$ cat src/rtl/db_cmd_initiator_if.sv
// MCU debug port bundle: one-hot command strobes with a valid
// pulse going out, busy / read data / error coming back.
interface db_cmd_initiator_if;
  logic        valid;
  logic        pause;
  logic        resume;
  logic        reset;
  logic        reg_rd;
  logic        reg_wr;
  logic        mem_rd;
  logic        mem_wr;
  logic [31:0] addr;
  logic [31:0] d_in;
  logic [3:0]  mem_be;
  logic        mcu_busy;
  logic [31:0] d_rd;
  logic        error;

  modport master (
    output valid, pause, resume, reset,
    output reg_rd, reg_wr, mem_rd, mem_wr,
    output addr, d_in, mem_be,
    input  mcu_busy, d_rd, error
  );

  modport slave (
    input  valid, pause, resume, reset,
    input  reg_rd, reg_wr, mem_rd, mem_wr,
    input  addr, d_in, mem_be,
    output mcu_busy, d_rd, error
  );
endinterface

$ cat src/rtl/db_cmd_initiator.sv
// UART packet to MCU debug command initiator.
// Define DB_PC_READ_EN to add opcode 8 (read program counter).
module db_cmd_initiator #(
  parameter int unsigned TIMEOUT_CYCLES = 1000000,
  parameter int unsigned RX_GAP_CYCLES  = 500000
) (
  input  logic               clk,
  input  logic               rst_n,
  input  logic [7:0]         rx_data,
  input  logic               rx_valid,
  output logic [7:0]         tx_data,
  output logic               tx_start,
  input  logic               tx_busy,
  input  logic [31:0]        pc,
  db_cmd_initiator_if.master dbg
);
  localparam int TW = $clog2(TIMEOUT_CYCLES + 1);
  localparam int GW = $clog2(RX_GAP_CYCLES + 1);
  localparam logic [7:0] ST_OK  = 8'h00;
  localparam logic [7:0] ST_ERR = 8'hEE;

  typedef enum logic [2:0] {
    IDLE, RX_ADDR, RX_DATA, ISSUE,
    WAIT, TX_STAT, TX_DATA, PC_RD
  } state_t;

  state_t        state, state_nx;
  logic [3:0]    op, be;
  logic [31:0]   addr_q, data_q, rdata;
  logic [7:0]    status, tx_data_q;
  logic          has_data, tx_start_q;
  logic [1:0]    cnt, txc;
  logic [TW-1:0] wcnt;
  logic [GW-1:0] gcnt;

  logic [3:0] code;
  logic       is_short, is_long, pc_op;
  logic       fire, gap_out, wait_out, active;
  logic       op_data, op_read;

  assign code     = rx_data[3:0];
  assign is_short = code >= 4'd1 && code <= 4'd3;
  assign is_long  = code >= 4'd4 && code <= 4'd7;
`ifdef DB_PC_READ_EN
  assign pc_op    = code == 4'd8;
`else
  assign pc_op    = 1'b0;
`endif
  assign op_data  = op == 4'd5 || op == 4'd7;
  assign op_read  = op == 4'd4 || op == 4'd6;
  // tx_busy is only trusted from the cycle after our own tx_start
  assign fire     = !tx_busy && !tx_start_q;
  assign gap_out  = gcnt == GW'(RX_GAP_CYCLES - 1);
  assign wait_out = wcnt == TW'(TIMEOUT_CYCLES - 1);
  assign active   = state == ISSUE || state == WAIT;

  assign dbg.valid  = state == ISSUE;
  assign dbg.pause  = active && op == 4'd1;
  assign dbg.resume = active && op == 4'd2;
  assign dbg.reset  = active && op == 4'd3;
  assign dbg.reg_rd = active && op == 4'd4;
  assign dbg.reg_wr = active && op == 4'd5;
  assign dbg.mem_rd = active && op == 4'd6;
  assign dbg.mem_wr = active && op == 4'd7;
  assign dbg.addr   = active ? addr_q : 32'h0;
  assign dbg.d_in   = active ? data_q : 32'h0;
  assign dbg.mem_be = active ? be : 4'h0;
  assign tx_data    = tx_data_q;
  assign tx_start   = tx_start_q;

  always_ff @(posedge clk) begin
    if (!rst_n) state <= IDLE;
    else        state <= state_nx;
  end

  always_comb begin
    state_nx = state;
    case (state)
      IDLE:
        if (rx_valid) begin
          unique case (1'b1)
            is_short: state_nx = ISSUE;
            is_long:  state_nx = RX_ADDR;
            pc_op:    state_nx = PC_RD;
            default:  state_nx = TX_STAT;
          endcase
        end
      RX_ADDR:
        if (rx_valid) begin
          if (cnt == 2'd3)
            state_nx = op_data ? RX_DATA : ISSUE;
        end else if (gap_out) begin
          state_nx = IDLE;
        end
      RX_DATA:
        if (rx_valid) begin
          if (cnt == 2'd3) state_nx = ISSUE;
        end else if (gap_out) begin
          state_nx = IDLE;
        end
      ISSUE:
        state_nx = WAIT;
      WAIT:
        if (!dbg.mcu_busy || wait_out)
          state_nx = TX_STAT;
      TX_STAT:
        if (fire) state_nx = has_data ? TX_DATA : IDLE;
      TX_DATA:
        if (fire && txc == 2'd3) state_nx = IDLE;
      PC_RD:
        state_nx = TX_STAT;
      default:
        state_nx = IDLE;
    endcase
  end

  always_ff @(posedge clk) begin
    if (!rst_n) begin
      op         <= '0;
      be         <= '0;
      addr_q     <= '0;
      data_q     <= '0;
      rdata      <= '0;
      status     <= '0;
      tx_data_q  <= '0;
      tx_start_q <= 1'b0;
      has_data   <= 1'b0;
      cnt        <= '0;
      txc        <= '0;
      wcnt       <= '0;
      gcnt       <= '0;
    end else begin
      tx_start_q <= 1'b0;
      case (state)
        IDLE:
          if (rx_valid) begin
            op       <= code;
            addr_q   <= '0;
            data_q   <= '0;
            cnt      <= '0;
            gcnt     <= '0;
            has_data <= 1'b0;
            status   <= ST_ERR;
            if (code == 4'd6 || code == 4'd7)
              be <= (rx_data[7:4] == 4'h0) ? 4'hF : rx_data[7:4];
            else
              be <= 4'h0;
          end
        RX_ADDR:
          if (rx_valid) begin
            addr_q <= {addr_q[23:0], rx_data};
            cnt    <= cnt + 2'd1;
            gcnt   <= '0;
          end else begin
            gcnt <= gcnt + GW'(1);
          end
        RX_DATA:
          if (rx_valid) begin
            data_q <= {data_q[23:0], rx_data};
            cnt    <= cnt + 2'd1;
            gcnt   <= '0;
          end else begin
            gcnt <= gcnt + GW'(1);
          end
        ISSUE:
          wcnt <= '0;
        WAIT:
          if (!dbg.mcu_busy) begin
            rdata    <= dbg.d_rd;
            status   <= dbg.error ? ST_ERR : ST_OK;
            has_data <= !dbg.error && op_read;
          end else if (wait_out) begin
            status   <= ST_ERR;
            has_data <= 1'b0;
          end else begin
            wcnt <= wcnt + TW'(1);
          end
        PC_RD: begin
          rdata    <= pc;
          status   <= ST_OK;
          has_data <= 1'b1;
        end
        TX_STAT:
          if (fire) begin
            tx_start_q <= 1'b1;
            tx_data_q  <= status;
            txc        <= '0;
          end
        TX_DATA:
          if (fire) begin
            tx_start_q <= 1'b1;
            tx_data_q  <= rdata[31:24];
            rdata      <= {rdata[23:0], 8'h00};
            txc        <= txc + 2'd1;
          end
        default: ;
      endcase
    end
  end
endmodule

$ cat src/flat_wrapper.sv
// flat-port wrapper written by rule: the top's interface ports become plain ports
module db_cmd_initiator_flat 
#(
  parameter int unsigned TIMEOUT_CYCLES = 1000000,
  parameter int unsigned RX_GAP_CYCLES  = 500000
)
  (clk, rst_n, rx_data, rx_valid, tx_data, tx_start, tx_busy, pc, dbg_valid, dbg_pause, dbg_resume, dbg_reset, dbg_reg_rd, dbg_reg_wr, dbg_mem_rd, dbg_mem_wr, dbg_addr, dbg_d_in, dbg_mem_be, dbg_mcu_busy, dbg_d_rd, dbg_error);
  db_cmd_initiator_if dbg_i ();
  input  logic clk;
  input  logic rst_n;
  input  logic [7:0] rx_data;
  input  logic rx_valid;
  output logic [7:0] tx_data;
  output logic tx_start;
  input  logic tx_busy;
  input  logic [31:0] pc;
  output wire logic [$bits(dbg_i.valid)-1:0] dbg_valid;
  output wire logic [$bits(dbg_i.pause)-1:0] dbg_pause;
  output wire logic [$bits(dbg_i.resume)-1:0] dbg_resume;
  output wire logic [$bits(dbg_i.reset)-1:0] dbg_reset;
  output wire logic [$bits(dbg_i.reg_rd)-1:0] dbg_reg_rd;
  output wire logic [$bits(dbg_i.reg_wr)-1:0] dbg_reg_wr;
  output wire logic [$bits(dbg_i.mem_rd)-1:0] dbg_mem_rd;
  output wire logic [$bits(dbg_i.mem_wr)-1:0] dbg_mem_wr;
  output wire logic [$bits(dbg_i.addr)-1:0] dbg_addr;
  output wire logic [$bits(dbg_i.d_in)-1:0] dbg_d_in;
  output wire logic [$bits(dbg_i.mem_be)-1:0] dbg_mem_be;
  input wire logic [$bits(dbg_i.mcu_busy)-1:0] dbg_mcu_busy;
  input wire logic [$bits(dbg_i.d_rd)-1:0] dbg_d_rd;
  input wire logic [$bits(dbg_i.error)-1:0] dbg_error;
  assign dbg_valid = dbg_i.valid;
  assign dbg_pause = dbg_i.pause;
  assign dbg_resume = dbg_i.resume;
  assign dbg_reset = dbg_i.reset;
  assign dbg_reg_rd = dbg_i.reg_rd;
  assign dbg_reg_wr = dbg_i.reg_wr;
  assign dbg_mem_rd = dbg_i.mem_rd;
  assign dbg_mem_wr = dbg_i.mem_wr;
  assign dbg_addr = dbg_i.addr;
  assign dbg_d_in = dbg_i.d_in;
  assign dbg_mem_be = dbg_i.mem_be;
  assign dbg_i.mcu_busy = dbg_mcu_busy;
  assign dbg_i.d_rd = dbg_d_rd;
  assign dbg_i.error = dbg_error;
  db_cmd_initiator #(.TIMEOUT_CYCLES(TIMEOUT_CYCLES), .RX_GAP_CYCLES(RX_GAP_CYCLES)) u_core (.clk(clk), .rst_n(rst_n), .rx_data(rx_data), .rx_valid(rx_valid), .tx_data(tx_data), .tx_start(tx_start), .tx_busy(tx_busy), .pc(pc), .dbg(dbg_i));
endmodule
$ cat config.mk
export PLATFORM = sky130hd
export DESIGN_NAME = db_cmd_initiator_flat
export DESIGN_NICKNAME = d
export VERILOG_FILES = /design/src/rtl/db_cmd_initiator_if.sv /design/src/rtl/db_cmd_initiator.sv /design/src/flat_wrapper.sv
export SDC_FILE = /design/constraint.sdc
export NUM_CORES = 1
export LEC_CHECK = 0
export BUFFER_PORTS_ARGS = -buffer_cell sky130_fd_sc_hd__buf_2
export CORE_MARGIN = 1.5
export CORE_UTILIZATION = 55
export CTS_CLUSTER_DIAMETER = 80
export DETAILED_ROUTE_END_ITERATION = 7
export GPL_TIMING_DRIVEN = 0
export PLACE_DENSITY = 0.83
export SLEW_MARGIN = 20
export SYNTH_ARGS = -nofsm -noshare
export SYNTH_HDL_FRONTEND = slang
export SYNTH_SLANG_ARGS = --single-unit
$ cat constraint.sdc
create_clock -name clk -period 2.5 [get_ports clk]
set_input_delay 0.125 -clock clk [delete_from_list [all_inputs] [get_ports clk]]
set_output_delay 0.125 -clock clk [all_outputs]
set_load 0.1 [all_outputs]
==> After elaboration in Yosys (flattened, before gate mapping) <==
Index checks and enable logic that the tools add are counted.
{ "classes": {"add_sub_neg": 4, "n_lt_le_gt_ge": 4, "n_eq_ne": 34, "muxes": 51, "n_reduce_logical": 43} }
{ "op_table": {"columns": ["cell", "n"], "rows": [
  ["$mux 32", 7],
  ["$pmux 32 s2", 2],
  ["$pmux 32 s3", 1],
  ["$mux 8", 6],
  ["$mux 20", 2],
  ["$pmux 20 s2", 1],
  ["$mux 19", 2],
  ["$pmux 19 s2", 1],
  ["$mux 3", 10],
  ["$eq 4x3->1 const B", 6],
  ["$pmux 3 s8", 1],
  ["$pmux 8 s3", 1],
  ["$reduce_and 3->1", 7],
  ["$add 20x1->20 const B", 1],
  ["$eq 20x20->1 const B", 1],
  ["$add 19x1->19 const B", 1],
  ["$eq 19x19->1 const B", 1],
  ["$pmux 8 s2", 1],
  ["$ne 2x2->1 const B", 7],
  ["$eq 3x3->1 const B", 4],
  ["$logic_and 1x1->1", 12],
  ["$mux 4", 3],
  ["$reduce_bool 2->1", 5],
  ["$ne 3x2->1 const B", 3],
  ["24 further kinds", 50]
]} }
{ "word_totals": {"register_bits": 168, "out_inout_bits": 85} }

==> Depth between registers and ports, before layout <==
{ "logic_depth": {"ltp_word": 6, "mapped_depth": 8, "ltp_nobuf": 6} }

==> Least setup slack after synthesis <==
Ideal clock, no wire load.
{ "synth_path": {"path_kind": "register to output", "startpoint": "reg u_core.state[0]", "endpoint": "out dbg_reg_rd", "arrival_time_ps": 4706, "path_slack_ps": -2331, "stages_incl_launch_ff": 7, "n_path_buf": 2, "path_cell_list": "dfxtp_1 > buf_2 > nand3b_1 > inv_1 > a21oi_1 > clkbuf_1 > nor4_1"} }
{ "synth_via": {"elab_chain_cells": 3} }
{ "synth_lines": {"columns": ["item", "line", "rtl"], "rows": [
  ["start, declared", "db_cmd_initiator.sv:27", "state_t state, state_nx;"],
  ["start signal, assigned", "db_cmd_initiator.sv:73", "else state <= state_nx;"],
  ["$eq 3x2->1", null, null],
  ["named net dbg_valid", "flat_wrapper.sv:17", "output wire logic [$bits(dbg_i.valid)-1:0] dbg_valid;"],
  ["$logic_or 1x1->1", "db_cmd_initiator.sv:55", "assign active = state == ISSUE || state == WAIT;"],
  ["$logic_and 1x1->1", "db_cmd_initiator.sv:61", "assign dbg.reg_rd = active && op == 4'd4;"],
  ["end, declared", "flat_wrapper.sv:21", "output wire logic [$bits(dbg_i.reg_rd)-1:0] dbg_reg_rd;"]
]} }
The timed path passes the listed nets, and every way through them passes these cells.

==> Final worst setup path <==
{ "layout_path": {"startpoint": "reg u_core.state[0]", "endpoint": "out dbg_addr[7]"} }
{ "layout_via": {"elab_chain_cells": 3} }
{ "layout_lines": {"columns": ["item", "line", "rtl"], "rows": [
  ["$eq 3x2->1 or $eq 3x3->1 (tied branches)", "db_cmd_initiator.sv:55", null],
  ["$logic_or 1x1->1 *", "db_cmd_initiator.sv:55", null],
  ["$mux 32 *", "db_cmd_initiator.sv:65", "assign dbg.addr = active ? addr_q : 32'h0;"],
  ["end, declared", "flat_wrapper.sv:25", "output wire logic [$bits(dbg_i.addr)-1:0] dbg_addr;"]
]} }
Mark *: on every way between the ends. The rest lies on a longest branch, timed or not.

==> results.sh <==
export IMPL_status="finished, final reports clean"
export IMPL_clock_latency_ns=0.42
export IMPL_synth_top_area_share_pct=42.4
export IMPL_ys_warn_count=0
export IMPL_max_vdd_ir_drop_mv=0.610
export IMPL_period_minus_slack_ns=2.43
export IMPL_synth_ff_type="dfxtp_1"
export IMPL_ant_nets=0
export IMPL_die_y_um=121
export IMPL_finalNetCount=1228
export IMPL_wire_per_inst_um=16.7
export IMPL_worstPathArrival_ns=2.31
export IMPL_cts_made_buffers=17
export IMPL_drt_iter0_markers=801
export IMPL_grt_overflow=0
export IMPL_synth_largest_area_cell="dfxtp_1"
export IMPL_die_area_um2=14600
export IMPL_rows=42
export IMPL_path_max_fanout=10
export IMPL_synth_area_um2=7610
export IMPL_clk_pin_slew_worst_paths_ns=0.06
export IMPL_holdPathEnd="u_core.addr_q[6]$_SDFFE_PN0P_"
export IMPL_synth_seq_cells=161
export IMPL_core_um2=13300
export IMPL_synth_edf_count=0
export IMPL_power_density_nw_per_um2=847
export IMPL_worstSetupPathType="flop to output pin"
export IMPL_pin_count=163
export IMPL_cp_cell_sequence="buf_6, nor2_2, a21oi_4, buf_12, clkbuf_2, nor2b_2, buf_2"
export IMPL_fin_cells=1334
export IMPL_grt_total_usage_pct=30.3
export IMPL_numPortBuffers=161
export IMPL_ys_async_sr_fraction_pct=0
export IMPL_routed_wl_um=22300
export IMPL_die_x_um=121
export IMPL_post_dp_hpwl_um=15100
export IMPL_max_freq_mhz=411
export IMPL_r2r_end="u_core.gcnt[10]$_SDFFE_PN0P_"
export IMPL_rrSetupSlack_ns=0.14
export IMPL_final_max_slew_viol_count=0
export IMPL_antenna_found_initial=1
export IMPL_htreeDepth=4
export IMPL_rsz0062_at_grt="no"
export IMPL_syn_inst=948
export IMPL_timing_rr_start="u_core.gcnt[0]$_SDFFE_PN0P_"
export IMPL_cts_sinks=161
export IMPL_syn_nets=1030
export IMPL_grt_pass1_vias=7391
export IMPL_initial_core_util_pct=57.0
export IMPL_hp_class="input pin to flop"
export IMPL_grt_pass1_wl_um=35700
export IMPL_gp_congestion=0.955
export IMPL_cts_tree="done"
export IMPL_dp_cells=1285
export IMPL_n_antenna_cell=0
export IMPL_root_buffer="clkbuf_16"
export IMPL_avgSynthCellArea_um2=8.03
export IMPL_slew_headroom_pct=27.4
export IMPL_holdPathStages=3
export IMPL_maxCapViolations=0
export IMPL_total_leakage_power_nw=3.65
export IMPL_ys_seq_area_share_pct=42.4
export IMPL_drt_pass1_iterations=7
export IMPL_post_route_drc_count=0
export IMPL_routed_via_count=7975
export IMPL_area_delta_synth_final_pct=28.3
export IMPL_end_kind="output pin"
export IMPL_synth_area_leaders="dfxtp_1 (42%), nand2_1 (6.1%), nor2b_1 (5.8%), nor2_1 (5.7%), a21oi_1 (4.9%)"
export IMPL_rr_worst_depth=6
export IMPL_slowest_delay_ns=0.43
export IMPL_start_kind="flop"
export IMPL_grt_max_degree=17
export IMPL_vias_per_cell=5.98
export IMPL_drive_gt1_share_pct=26.0
export IMPL_hold_viol=0
export IMPL_min_delay_start="rx_data[6]"
export IMPL_whs_ns=0.00826
export IMPL_fin_crit_sh_pct=97.3
export IMPL_ctsLongestPathBuffers=2
export IMPL_finalClockSkew_ns=0.00742
export IMPL_ys_types=57
export IMPL_finalSetupViolations=0
export IMPL_crit_path_top_delay_cell="buf_2"
export IMPL_tightest_slew_ns=1.08
export IMPL_crit_required_ns=2.38
[layout make-up]
type	instances	area, um^2
multi-input cells	710	4330
fillers	1047	3590
flip-flops and latches	161	3230
repair buffers	180	1050
clock buffers	21	480
plain buffers	70	325
well taps	176	220
clock inverters	10	109
inverters	6	26.3
[routing by layer]
layer / up-vias / routed length, um / global-route usage (%)
li1: 3746 / - / -
met1: 3800 / 9530 / 40.1
met2: 365 / 10600 / 49.5
met3: 62 / 1540 / 6.23
met4: 2 / 584 / 10.1
met5: - / 11 / 0
[state kept, by name (all words and copies together) (netlist names)]
name / count
u_core.txc: 2
u_core.cnt: 2
u_core.tx_data: 8
u_core.has_data: 1
u_core.gcnt: 19
u_core.be: 4
u_core.status: 1
u_core.rdata: 32
u_core.addr_q: 32
u_core.wcnt: 20
u_core.op: 4
u_core.data_q: 32
u_core.tx_start: 1
u_core.state: 3
[layout by cell type, fill, tap and decap left out, drive strengths merged, types with 7 or more instances in the layout]
| master | netlist | final |
|---|---|---|
| nor3 | 15 | 15 |
| xnor2 | 10 | 10 |
| a21oi | 74 | 74 |
| nand2 | 123 | 123 |
| o211ai | 25 | 25 |
| a22oi | 47 | 47 |
| nand4 | 14 | 14 |
| nor4 | 7 | 7 |
| buf | 14 | 159 |
| nand3 | 47 | 47 |
| a31oi | 11 | 11 |
| mux2i | 30 | 30 |
| or3 | 7 | 7 |
| xor2 | 9 | 9 |
| nor2 | 115 | 115 |
| nor2b | 71 | 71 |
| dlygate4sd3 | 0 | 16 |
| clkbuf | 57 | 96 |
| dfxtp | 161 | 161 |
| and3 | 7 | 7 |
| o21ai | 27 | 27 |
| a311oi | 9 | 9 |
[worst max path at each step]
stage / from / end / slack, ns
after global routing: u_core.state[0]$_SDFFE_PN0P_ / dbg_addr[8] / 0.0002
final: u_core.state[0]$_SDFFE_PN0P_ / dbg_addr[7] / 0.07
after CTS: u_core.state[1]$_SDFFE_PN0P_ / dbg_pause / 0.009
after global placement: u_core.state[2]$_SDFFE_PN0P_ / dbg_addr[2] / 0.08
after detailed placement: u_core.state[2]$_SDFFE_PN0P_ / dbg_addr[1] / 0.08
after floorplan: u_core.state[0]$_SDFFE_PN0P_ / dbg_reg_rd / -0.03
[synthesized netlist by cell type, types with 2 or more instances]
master / instances
nor3_1: 15
a31o_2: 3
nand3_1: 47
and4_1: 2
o21a_1: 2
o31ai_1: 4
a21oi_1: 74
or3_1: 7
nand2b_1: 6
clkbuf_1: 57
and3_1: 7
dfxtp_1: 161
xor2_1: 9
a211oi_1: 5
o21bai_1: 3
o211a_1: 2
ha_1: 4
o211ai_1: 25
nor3b_1: 2
nand2_1: 123
nand4_1: 14
a21o_1: 2
nor4_1: 6
xnor2_1: 10
nor2_1: 115
buf_1: 6
a311oi_1: 9
inv_1: 6
nor2b_1: 71
a41o_1: 3
a31oi_1: 11
mux2i_1: 30
buf_6: 3
o21ai_0: 25
buf_2: 5
and2_1: 5
a22oi_1: 47
o21ai_1: 2
nor4b_1: 2
[report_power, final]
group / switching [mW] / leakage, nW / internal (mW) / total [mW]
sequential: 0.152 / 1.30 / 2.75 / 2.90
combinational: 1.94 / 2.06 / 0.812 / 2.75
clock: 1.05 / 0.290 / 1.56 / 2.61
[logic make-up (layout without fill, tap and decap cells)]
| logic type | after synthesis | after routing | synth area share, % |
|---|---|---|---|
| buffers and inverters | 77 | 287 | 4.18 |
| DFF | 161 | 161 | 42.4 |
| adders and majority gates | 4 | 4 | 0.658 |
| muxes | 30 | 30 | 3.95 |
| AOI/OAI and AO/OA | 225 | 225 | 19.2 |
| and+or+nand+nor | 432 | 432 | 27.4 |
| xor gates and xnor gates | 19 | 19 | 2.19 |
[critical path, delay by kind of cell, from the launching register on]
kind,cells,cell delay [ns]
flip-flops,1,0.32
AO/OA/AOI/OAI,1,0.11
AND/OR/NAND/NOR,2,0.50
buffers and inverters,4,0.94
[per-stage QoR]
step	setup TNS, ns	area (um^2)	util [%]	power [mW]	setup WS [ns]
2_1_floorplan	-0.0263	7880	-	4.85	-0.0263
6_report	0	9760	73.1	8.27	0.0666
5_1_grt	0	9760	73.1	8.57	0.000155
3_3_place_gp	0	8910	66.8	5.46	0.0828
4_1_cts	0	9700	72.7	8.17	0.00935
3_5_place_dp	0	8910	66.8	5.50	0.0824
[timing repair]
action                     4_1_cts  5_1_grt
setup endpoints to repair       74       73
hold endpoints to repair        10        0
resized for setup               13       19
setup buffers                    1        2
pin swaps                        0        0
hold buffers                    16        0
Power figures use the tool's default switching activity.
